[config.mk]
export PLATFORM = sky130hd
export DESIGN_NAME = celement_merge_sync
export DESIGN_NICKNAME = d
export VERILOG_FILES = /design/src/rtl/celement_merge_sync.sv
export SDC_FILE = /design/constraint.sdc
export NUM_CORES = 1
export LEC_CHECK = 0
export ABC_CLOCK_PERIOD_IN_PS = 2200
export CORE_UTILIZATION = 43
export CTS_CLUSTER_DIAMETER = 200
export CTS_CLUSTER_SIZE = 8
export DETAILED_ROUTE_END_ITERATION = 7
export PLACE_DENSITY = 0.79
export SLEW_MARGIN = 20
export SYNTH_ARGS = -nofsm -noshare
export SYNTH_HDL_FRONTEND = slang
export SYNTH_SLANG_ARGS = --single-unit
[constraint.sdc]
create_clock -name clk -period 2.2 [get_ports clk]
set_input_delay 0.44 -clock clk [delete_from_list [all_inputs] [get_ports clk]]
set_output_delay 0.44 -clock clk [all_outputs]
set_load 0.005 [all_outputs]
[src/rtl/celement_merge_sync.sv]
// Two-input four-phase token merge: joins branch A/B tokens onto one channel with a source tag.
// Optional macro CELEMENT_MERGE_TIMEOUT_EN adds a sticky REQ-phase timeout flag on err.
module celement_merge_sync #(
  parameter int DW             = 8,
  parameter int TIMEOUT_CYCLES = 255
) (
  input  logic          clk,
  input  logic          reset,
  input  logic          sendina,
  input  logic [DW-1:0] dataina,
  output logic          ackouta,
  input  logic          sendinb,
  input  logic [DW-1:0] datainb,
  output logic          ackoutb,
  output logic          sendout,
  output logic [DW-1:0] dataout,
  output logic          brout,
  input  logic          ackin,
  output logic          err
);

  typedef enum logic [1:0] {IDLE, REQ, ACK} state_t;

  state_t        state, state_nxt;
  logic [DW-1:0] dataout_nxt;
  logic          brout_nxt;
  logic          sendout_nxt;
  logic          ackouta_nxt;
  logic          ackoutb_nxt;
  logic          last_b, last_b_nxt;
  logic          grant_a, grant_b;
  logic          src_send;

  generate
    if (TIMEOUT_CYCLES < 1) begin : g_bad_timeout
      $error("celement_merge_sync: TIMEOUT_CYCLES must be at least 1");
    end
  endgenerate

  // On a tie the branch that did not win last time is granted.
  assign grant_a  = sendina & (~sendinb | last_b);
  assign grant_b  = sendinb & (~sendina | ~last_b);
  assign src_send = brout ? sendinb : sendina;

  always_comb begin
    state_nxt   = state;
    dataout_nxt = dataout;
    brout_nxt   = brout;
    sendout_nxt = sendout;
    ackouta_nxt = ackouta;
    ackoutb_nxt = ackoutb;
    last_b_nxt  = last_b;
    case (state)
      IDLE: begin
        if (grant_a) begin
          dataout_nxt = dataina;
          brout_nxt   = 1'b0;
          sendout_nxt = 1'b1;
          last_b_nxt  = 1'b0;
          state_nxt   = REQ;
        end else if (grant_b) begin
          dataout_nxt = datainb;
          brout_nxt   = 1'b1;
          sendout_nxt = 1'b1;
          last_b_nxt  = 1'b1;
          state_nxt   = REQ;
        end
      end
      REQ: begin
        if (ackin) begin
          sendout_nxt = 1'b0;
          ackouta_nxt = ~brout;
          ackoutb_nxt = brout;
          state_nxt   = ACK;
        end
      end
      ACK: begin
        if (!ackin && !src_send) begin
          ackouta_nxt = 1'b0;
          ackoutb_nxt = 1'b0;
          state_nxt   = IDLE;
        end
      end
      default: state_nxt = IDLE;
    endcase
  end

  always_ff @(posedge clk) begin
    if (reset) begin
      state   <= IDLE;
      dataout <= '0;
      brout   <= 1'b0;
      sendout <= 1'b0;
      ackouta <= 1'b0;
      ackoutb <= 1'b0;
      last_b  <= 1'b1;
    end else begin
      state   <= state_nxt;
      dataout <= dataout_nxt;
      brout   <= brout_nxt;
      sendout <= sendout_nxt;
      ackouta <= ackouta_nxt;
      ackoutb <= ackoutb_nxt;
      last_b  <= last_b_nxt;
    end
  end

`ifdef CELEMENT_MERGE_TIMEOUT_EN
  localparam int CW = (TIMEOUT_CYCLES < 1) ? 1 : $clog2(TIMEOUT_CYCLES + 1);

  logic [CW-1:0] tcount;
  logic          err_q;

  // Counter saturates at the threshold so a very long stall cannot wrap it.
  always_ff @(posedge clk) begin
    if (reset) begin
      tcount <= '0;
      err_q  <= 1'b0;
    end else if (state == IDLE && state_nxt == REQ) begin
      tcount <= '0;
    end else if (state == REQ && !ackin) begin
      if (int'(tcount) < TIMEOUT_CYCLES) begin
        tcount <= tcount + CW'(1);
      end
      if (int'(tcount) + 1 >= TIMEOUT_CYCLES) begin
        err_q <= 1'b1;
      end
    end
  end

  assign err = err_q;
`else
  assign err = 1'b0;
`endif

endmodule

# After elaboration in Yosys (flattened, before gate mapping)
# Index checks and enable logic that the tools add are counted.
[totals]
n_memories = 0
latchBits = 0
mem_bits_ro = 0
word_cells = 49
reg_bits = 15
out_inout_bits = 13
in_bits = 21
ramBits = 0
[op_classes]
eq_ne = 5
bitwise = 8
shift = 0
reduce_logical = 11
mux = 18
magnitude_cmp = 0
multipliers = 0
div_mod_pow = 0
n_addsub = 0
[ops]
columns = ["op", "n"]
rows = [
  ["$mux 8", 2],
  ["$reduce_and 3->1", 3],
  ["$mux 1", 8],
  ["$mux 2", 4],
  ["$pmux 1 s2", 3],
  ["$pmux 2 s3", 1],
  ["$reduce_bool 2->1", 3],
  ["$ne 2x2->1 const B", 2],
  ["$not 1->1", 4],
  ["$ne 3x3->1 const B", 1],
  ["$and 1x1->1", 2],
  ["$eq 2x1->1 const B", 1],
  ["$eq 2x2->1 const B", 1],
  ["$logic_not 1->1", 2],
  ["$logic_not 2->1", 1],
  ["$or 1x1->1", 2],
  ["$reduce_and 2->1", 1],
  ["$logic_and 1x1->1", 1],
]

# Depth between registers and ports, before layout
[logic_depth]
depth_word = 6
mapped_depth = 4
depth_no_buf = 3

# Worst setup path after synthesis
# OpenSTA, ideal clock, no wires.
[synth_timing]
path_kind = "input to register"
startpoint = "input sendinb"
endpoint = "register dataout[0]"
required_ns = 2.112
setup_slack_ns = 0.998
setup_ns = 0.088
n_path_buf = 1
path_stages = 4
arrival_time_ns = 1.114
path_cell_list = "or2_1 > and2_1 > buf_6 > a311oi_2"
[synth_between]
elab_chain_len = 5
elab_cells_between_ends = 7
classes_between = "1 x mux; 4 x bitwise; 2 x reduce/logical"
[synth_lines]
columns = ["element", "line_no", "rtl"]
rows = [
  ["from (decl)", "12", "input logic sendinb,"],
  ["$not 1->1", "41", "assign grant_a = sendina & (~sendinb | last_b);"],
  ["$or 1x1->1", "41", ""],
  ["$and 1x1->1", "41", ""],
  ["$reduce_bool 2->1 (no source line)", "-", ""],
  ["$reduce_and 2->1 (no source line)", "-", ""],
  ["to (signal assigned)", "99", "dataout <= dataout_nxt;"],
  ["to (decl)", "16", "output logic [DW-1:0] dataout,"],
]
# Several ways; a longest one is shown, not always the timed one.
# A chain may end at the register's enable or synchronous reset.

# Worst setup path in the final report
[layout_timing]
startpoint = "input sendina"
endpoint = "register dataout[5]"
[layout_between]
elab_chain_len = 5
elab_cells_between_ends = 7
classes_between = "1 x mux; 4 x bitwise; 2 x reduce/logical"
[layout_lines]
columns = ["element", "line_no", "rtl"]
rows = [
  ["from (decl)", "9", "input logic sendina,"],
  ["$not 1->1", "42", "assign grant_b = sendinb & (~sendina | ~last_b);"],
  ["$or 1x1->1", "42", ""],
  ["$and 1x1->1", "42", ""],
  ["$reduce_bool 2->1 (no source line)", "-", ""],
  ["$reduce_and 2->1 (no source line)", "-", ""],
]
# Several ways; a longest one is shown, not always the timed one.

==> key figures <==
STA
  • Post-Route Skew: 0.00225 ns
  • Unrepaired setup endpoints after global routing: no
  • Fin. max-slew vios: 0
  • Fmax: 605 MHz
  • Final setup fails: 0
  • Setup TNS: 0 ns
  • Final Hold Vio Count: 0
  • Min Tclk post-route: 1.65 ns
  • Period utilization: 75.1%

Clock network
  • # H-tree levels: 1
  • Hold Buf Count CTS: 0
  • Sink Count: 15
  • Worst-path clk slew: 0.09 ns
  • Total CTS buffers: 3
  • Maximum root-to-sink buffer count: 2
  • # Post-CTS Setup Buffers: 0
  • Clock latency on the worst-skew pair: 0.29 ns
  • CTS tree: yes
  • Root buffer cell: clkbuf_4
  • Post-cts repair resize count: 0

Logic synthesis
  • Distinct cells, synth: 25
  • Mean post-synth cell area: 9.20 sq um
  • Synth top area share: 39.8%
  • Sequential element share of the synthesized area: 39.8%
  • Synth top area cells: dfxtp_1 40%, a311oi_2 16%, a21oi_1 7.3%, nand3_1 5.3%, o21ai_0 5.3%
  • Largest area contributor in the netlist: dfxtp_1
  • Post-synthesis cell area: 754 sq um
  • Mapped Nets: 103
  • Cells after Synth: 82
  • FF+latch count, synth: 15
  • Synth warn: 0

GRT
  • Initial antenna violation count: 0
  • Global-route wire length before repair: 3140 um
  • Gr ovfl total: 0
  • Vias in the first global route: 727
  • GRT Total Usage: 22.1%
  • Pin count of the biggest net entering global routing: 13

Layout
  • Final Non-Filler Cells: 130
  • Fin util: 70.0%
  • P&R area growth vs syn: 46.3%
  • Fillers: 137
  • Most frequent cells in the layout: 32 x clkdlybuf4s50_1, 15 x dfxtp_1, 11 x a21oi_1
  • Nets: 136
  • Share of cells above drive strength 1: 14.0%
  • Diodes inserted: 0
  • Most common cell after layout, fill and taps aside: clkdlybuf4s50_1

Job
  • Max Cap Violations: 0

Worst hold path
  • Hold path depth: 2
  • Hold Path Origin: sendout
  • WHS Endpoint: sendout
  • Worst min path class: reg2reg

Placement
  • Final HPWL from detailed placement: 1390 um
  • Gpl congestion: 0.746
  • Cells after DPL: 126
  • IO Port Bufs: 32

Pwr
  • Power density cells: 625 nW/um^2
  • VDD IR max: 350 uV
  • Overall power: 0.000690 W
  • Static Leak: 0.389 nW

Floorplanning
  • Core Rows: 14
  • Num ports: 34
  • Starting Density: 47.9%
  • Die height: 43.9 um
  • DIE WIDTH: 43.9 um
  • Core ar.: 1580 sq um
  • Die Area: 1930 sq um

Critical path
  • Critical path data arrival time: 1.80 ns
  • Worst Path Max Fanout: 8
  • R2R Setup Slk: 0.83 ns
  • Setup CP Type: in2reg
  • Crit path capture type: register
  • Required time of the critical path: 2.35 ns
  • CP Launch Type: input pin
  • Reg-to-Reg Start: state[1]
  • Critical R2R Capture: dataout[5]
  • R2R cell count: 4

Detailed routing
  • # DRC: 1
  • Antenna Nets Post-Route: 0
  • Routed wire per std cell: 14.4 um
  • Vias per inst: 5.77
  • Final WL: 1870 um
  • Vias: 750
  • Initial drt markers: 2
  • TritonRoute pass-1 iters: 6

Status
  • Status: finished with violations
  • Failing checks: DRC
[area by class of cell]
class                           count  area [sq um]  share of cell area, %
Inverter                            2          7.51                  0.680
Tap cell                           16          20.0                   1.81
Timing Repair Buffer               36           350                   31.7
Multi-Input combinational cell     57           399                   36.2
Sequential cell                    15           300                   27.2
Clock buffer                        4          26.3                   2.38
[kinds of logic after synthesis]
kind of cell | count (synthesis) | share of synthesized area (%)
AO/OA/AOI/OAI | 32 | 33.8
AND/OR/NAND/NOR | 23 | 17.1
other | 1 | 0.497
buffers and inverters | 10 | 7.30
multiplexers | 1 | 1.49
flip-flops | 15 | 39.8
[metrics by stage]
| step | setup WS (ns) | instance area [sq um] | hold WS [ns] |
|---|---|---|---|
| 2_1_floorplan | 0.998 | 754 | 0.453 |
| 3_5_place_dp | 0.222 | 1080 | 0.448 |
| 4_1_cts | 0.542 | 1100 | 0.461 |
| 3_3_place_gp | 0.287 | 1080 | 0.448 |
| 5_1_grt | 0.407 | 1100 | 0.488 |
| 6_report | 0.547 | 1100 | 0.456 |
[registers in the layout, summed over array words and instances, names as in the netlist]
signal,count
brout,1
last_b,1
state,2
dataout,8
ackouta,1
sendout,1
ackoutb,1
[synth_stat cells]
cell / count
buf_2: 5
o21bai_1: 1
inv_1: 2
nor2b_1: 1
nand3_1: 8
and3_1: 1
a211oi_1: 2
mux2_2: 1
or2_1: 1
or3b_1: 1
conb_1: 1
dfxtp_1: 15
a311oi_2: 8
o21ai_0: 8
nor2_1: 2
clkbuf_1: 1
buf_4: 1
nand2b_1: 2
nand3b_1: 3
o32ai_1: 2
and2_1: 1
nand2_1: 2
nor3_1: 1
buf_6: 1
a21oi_1: 11
[worst max-delay path: stages]
cell	delay (ns)
clkdlybuf4s50_1	0.63
or2_1	0.16
and2_1	0.41
a311oi_2	0.17
[worst max path at each step]
stage	startpoint	end	slack (ns)	cells past startpoint
after CTS	sendina	dataout[5]	0.54	4
after floorplan	sendinb	dataout[0]	1.0	4
after detailed placement	sendina	dataout[5]	0.22	4
after global placement	sendina	dataout[0]	0.29	4
final	sendina	dataout[5]	0.55	4
after global routing	sendinb	dataout[7]	0.41	4
[where the power goes]
group / switching [W] / internal, W / total, W
combinational: 0.0000882 / 0.000119 / 0.000208
clock: 0.0000930 / 0.0000705 / 0.000164
sequential: 0.0000175 / 0.000301 / 0.000318
total: 0.000199 / 0.000491 / 0.000690
[metal layers]
| layer | track usage (%) | wire length (um) | vias up |
|---|---|---|---|
| li1 | - | - | 368 |
| met1 | 27.0 | 801 | 354 |
| met2 | 37.6 | 948 | 26 |
| met3 | 7.50 | 113 | 2 |
| met4 | 4.85 | 10 | 0 |
| met5 | 0 | 0 | - |
No activity file was read; power rests on OpenSTA's default activity.
==> RTL edit 1, RTL diff (same flow settings) <==
`dataout` no longer has a reset.
--- a/src/rtl/celement_merge_sync.sv
+++ b/src/rtl/celement_merge_sync.sv
@@ -89,5 +89,4 @@
     if (reset) begin
       state   <= IDLE;
-      dataout <= '0;
       brout   <= 1'b0;
       sendout <= 1'b0;
@@ -97,5 +96,4 @@
     end else begin
       state   <= state_nxt;
-      dataout <= dataout_nxt;
       brout   <= brout_nxt;
       sendout <= sendout_nxt;
@@ -104,4 +102,8 @@
       last_b  <= last_b_nxt;
     end
+  end
+
+  always_ff @(posedge clk) begin
+    dataout <= dataout_nxt;
   end
 
Check against the original RTL: not equivalent (a bounded check fails within 4 cycles, from zero or initial values and one cycle with reset high).
==> RTL edit 1 against the original RTL <==
First-iteration DRC count decreased by 50%; cell count decreased by 22%; worst setup slack got worse by 0.039 ns; sequential cell count unchanged; design area decreased by 7.5%; total power decreased by 5.9%; routed wire length decreased by 28%; synthesized area decreased by 12%; largest cell class is now flip-flops and latches; largest power group unchanged.
==> RTL edit 1: results (changes against the original RTL) <==
{
  "static-leakage-power": {"value": 0.371, "unit": "nW", "change": "-4.5%"},
  "timing.critical_path.slowest_cell_delay": {"value": 0.54, "unit": "ns", "change": "-0.09 ns"},
  "critPathArrivalTime": {"value": 1.25, "unit": "ns", "change": "-0.55 ns"},
  "routed-via-count": {"value": 530, "change": "-29%"},
  "detailedPlace.worstSlack": {"value": 0.263, "unit": "ns", "change": "+0.0410 ns"},
  "syn-num-nets": {"value": 73, "change": "-29%"},
  "routed_wire_length_per_instance": {"value": 13.4, "unit": "um", "change": "-6.9%"},
  "grt_usage": {"value": 0.192, "change": "-0.0284"},
  "worstReg2RegStart": {"value": "state[1]$_SDFFE_PP0P_"},
  "core": {"value": 0.00137, "unit": "mm2", "change": "-13%"},
  "layout-area-overhead-vs-synth": {"value": 53.1, "unit": "%"},
  "synth-edff-count": {"value": 8, "change": "+8"},
  "timing.reg2reg.setup_slack": {"value": 0.93, "unit": "ns", "change": "+0.10 ns"},
  "post_synth_most_frequent_cells": {"value": "edfxtp_1 (8), mux2_2 (8), dfxtp_1 (7)"},
  "gp_congestion": {"value": 0.717, "change": "-4.0%"},
  "status": {"value": "finished, final reports clean"},
  "setup_skew_after_layout": {"value": 0.00246, "unit": "ns", "change": "+0.000203 ns"},
  "synth_seq_area_share": {"value": 0.570, "change": "+0.172"},
  "crit_start": {"value": "brout$_SDFFE_PP0P_"},
  "synthDistinctLibCells": {"value": 22, "change": "-12%"},
  "post_route_cells_drive_above_1_share": {"value": 0.163, "change": "+0.0224"},
  "number_of_antenna_violations_at_the_first_check_in_global_routing": {"value": 0, "change": "unchanged"},
  "placed_wire_length_estimate_after_detailed_placement": {"value": 1.10, "unit": "mm", "change": "-20%"},
  "filler_cell_count": {"value": 99, "change": "-28%"},
  "r2r.worst_path.cells": {"value": 3, "change": "-1"},
  "timing.final.crit_share": {"value": 0.769, "change": "+0.0175"},
  "layout.nets": {"value": 108, "change": "-21%"},
  "first_global_vias": {"value": 473, "change": "-35%"},
  "synth_area_leaders": {"value": "edfxtp_1 (36%), dfxtp_1 (21%), mux2_2 (14%)"},
  "drt_iter0_markers": {"value": 1, "change": "-1"},
  "grt_start_max_net_pins": {"value": 10, "change": "-3"},
  "critPathCapture": {"value": "brout"},
  "post_dp_cell_area": {"value": 995, "unit": "um2", "change": "-7.7%"},
  "first_pass_iters": {"value": 2, "change": "-4"},
  "placedCellCount": {"value": 97, "change": "-23%"}
}
-- RTL edit 1: cell count changes after synthesis, sizes merged, moves of 2 or more --
| cell | before | now |
|---|---|---|
| a21o | 0 | 2 |
| o21ai | 8 | 1 |
| edfxtp | 0 | 8 |
| a311oi | 8 | 0 |
| buf | 7 | 2 |
| mux2 | 1 | 9 |
| nand3 | 8 | 0 |
| dfxtp | 15 | 7 |
| a21oi | 11 | 3 |
-- RTL edit 1: kinds of logic (layout without fill, tap and decap cells) --
family | Yosys count | count (layout) | share of synthesized area
AOI/OAI and AO/OA | 10 | 10 | 0.118
other | 1 | 1 | 0.00562
muxes | 9 | 9 | 0.158
buffers and inverters | 5 | 39 | 0.0338
and+or+nand+nor | 12 | 12 | 0.114
DFF | 15 | 15 | 0.570
-- RTL edit 1: power breakdown --
group	internal (mW)	total [mW]	switching, mW
clock network	0.0705	0.157	0.0867
logic	0.0971	0.148	0.0507
registers	0.329	0.344	0.0149
total	0.496	0.649	0.152
-- RTL edit 1: final cells by class --
type                       count  area share
inverter                       3      0.0110
multi-input combinational     32       0.259
tap                           15      0.0184
sequential                    15       0.373
timing repair buffer          32       0.314
clock buffer                   4      0.0257
-- RTL edit 1: how the worst min path moves through the flow --
stage	slack (ns)	to	start
final	0.49	sendout$_SDFFE_PP0P_	sendout$_SDFFE_PP0P_
after global placement	0.44	sendout$_SDFFE_PP0P_	sendout$_SDFFE_PP0P_
after floorplan	0.45	sendout$_SDFFE_PP0P_	sendout$_SDFFE_PP0P_
after global routing	0.53	sendout$_SDFFE_PP0P_	sendout$_SDFFE_PP0P_
after detailed placement	0.49	sendout$_SDFFE_PP0P_	sendout$_SDFFE_PP0P_
after CTS	0.50	sendout$_SDFFE_PP0P_	sendout$_SDFFE_PP0P_
-- RTL edit 1: per-layer routing --
metal  vias to the layer above  track usage  wire (um)
met5                         -            0          0
met4                         0        0.121         29
met3                         4       0.0160         35
met2                        15        0.336        764
met1                       251        0.225        526
li1                        260            -          -
==> RTL edit 2, RTL diff (same flow settings) <==
Without the edit above. Build with the macro `CELEMENT_MERGE_TIMEOUT_EN` defined.
--- a/src/rtl/celement_merge_sync.sv
+++ b/src/rtl/celement_merge_sync.sv
@@ -1,4 +1,6 @@
 // Two-input four-phase token merge: joins branch A/B tokens onto one channel with a source tag.
 // Optional macro CELEMENT_MERGE_TIMEOUT_EN adds a sticky REQ-phase timeout flag on err.
+`define CELEMENT_MERGE_TIMEOUT_EN
+
 module celement_merge_sync #(
   parameter int DW             = 8,
Behaviour: same outputs for any inputs over 10 cycles, from zero or initial values and one cycle with reset high; that may be too few to reach the edited logic, so the function may still have changed.
==> RTL edit 2 against the original RTL <==
Design area is 42% higher; routed wire length up 37%; sequential cell count rose by 9; total power grew 47%; cell count grew 50%; synthesized area increased by 51%; worst setup slack worse by 0.093 ns; count of clock-buffer cells in the layout down 1; largest cell class unchanged; largest power group unchanged.
==> RTL edit 2: results (changes against the original RTL) <==
{
  "status": {"value": "finished, final reports clean"},
  "synth_seq_area_share": {"value": 0.423, "change": "+0.0249"},
  "crit_start": {"value": "brout$_SDFFE_PP0P_"},
  "clock_insertion_delay_worst_skew": {"value": 0.31, "unit": "ns", "change": "+0.02 ns"},
  "clock_net_power": {"value": 0.323, "unit": "mW", "change": "+97%"},
  "gp_congestion": {"value": 0.805, "change": "+7.8%"},
  "min_period": {"value": 1.75, "unit": "ns", "change": "+0.0933 ns"},
  "crit_path_max_fanout": {"value": 5, "change": "-3"},
  "routed-via-count": {"value": 1064, "change": "+42%"},
  "grt_start_max_net_pins": {"value": 22, "change": "+9"},
  "detailedPlace.worstSlack": {"value": 0.206, "unit": "ns", "change": "-0.0157 ns"},
  "layout.nets": {"value": 189, "change": "+39%"},
  "largest_vdd_supply_drop": {"value": 0.423, "unit": "mV", "change": "+21%"},
  "timing.critical_path.slowest_cell_delay": {"value": 0.55, "unit": "ns", "change": "-0.08 ns"},
  "grt_util_met2": {"value": 0.350, "change": "-0.0261"},
  "drt_iter0_markers": {"value": 15, "change": "+13"},
  "power_frac_comb": {"value": 0.202, "change": "-0.099"},
  "setup_skew_after_layout": {"value": 0.00854, "unit": "ns", "change": "+0.00628 ns"},
  "post_synth_most_frequent_cells": {"value": "dfxtp_1 (24), nor2_1 (23), mux2i_1 (9)"},
  "syn_avg_cell_area": {"value": 8.74, "unit": "um2", "change": "-5.0%"},
  "avgViaCountPerCell": {"value": 5.46, "change": "-5.4%"},
  "first_pass_grt_wire_length": {"value": 4.17, "unit": "mm", "change": "+33%"},
  "final.hold.worst_slack": {"value": 0.508, "unit": "ns", "change": "+0.0511 ns"},
  "placed_wire_length_estimate_after_detailed_placement": {"value": 1.96, "unit": "mm", "change": "+41%"},
  "p_int": {"value": 0.770, "unit": "mW", "change": "+57%"},
  "post_route_cells_drive_above_1_share": {"value": 0.103, "change": "-0.0373"},
  "route.met2.wl": {"value": 1.26, "unit": "mm", "change": "+32%"},
  "first_pass_iters": {"value": 4, "change": "-2"},
  "grt_usage": {"value": 0.204, "change": "-0.0169"},
  "grt_util_met1": {"value": 0.237, "change": "-0.0333"},
  "met3WireLength": {"value": 129, "unit": "um", "change": "+14%"},
  "drt_wl_total": {"value": 2.56, "unit": "mm", "change": "+37%"}
}
RTL edit 2: final timing paths:
kind	endpoint	depth (start not counted)
hold / removal	sendout$_SDFFE_PP0P_	2
setup reg to reg	tcount[5]$_SDFFE_PP0P_	5
setup / recovery	brout	1
hold reg to reg	sendout$_SDFFE_PP0P_	2
RTL edit 2: logic make-up after synthesis:
| family | share of synthesized area |
|---|---|
| and+or+nand+nor | 0.216 |
| DFF | 0.423 |
| AOI/OAI and AO/OA | 0.172 |
| muxes | 0.0793 |
| buffers and inverters | 0.0418 |
| xor gates and xnor gates | 0.0463 |
| adders and majority gates | 0.0220 |
RTL edit 2: layout make-up:
| class | count | area (um2) |
|---|---|---|
| fillers | 223 | 911 |
| inverters | 6 | 22.5 |
| flip-flops and latches | 24 | 480 |
| well taps | 30 | 37.5 |
| clock inverters | 1 | 30.0 |
| repair buffers | 37 | 360 |
| multi-input cells | 94 | 613 |
| clock buffers | 3 | 22.5 |
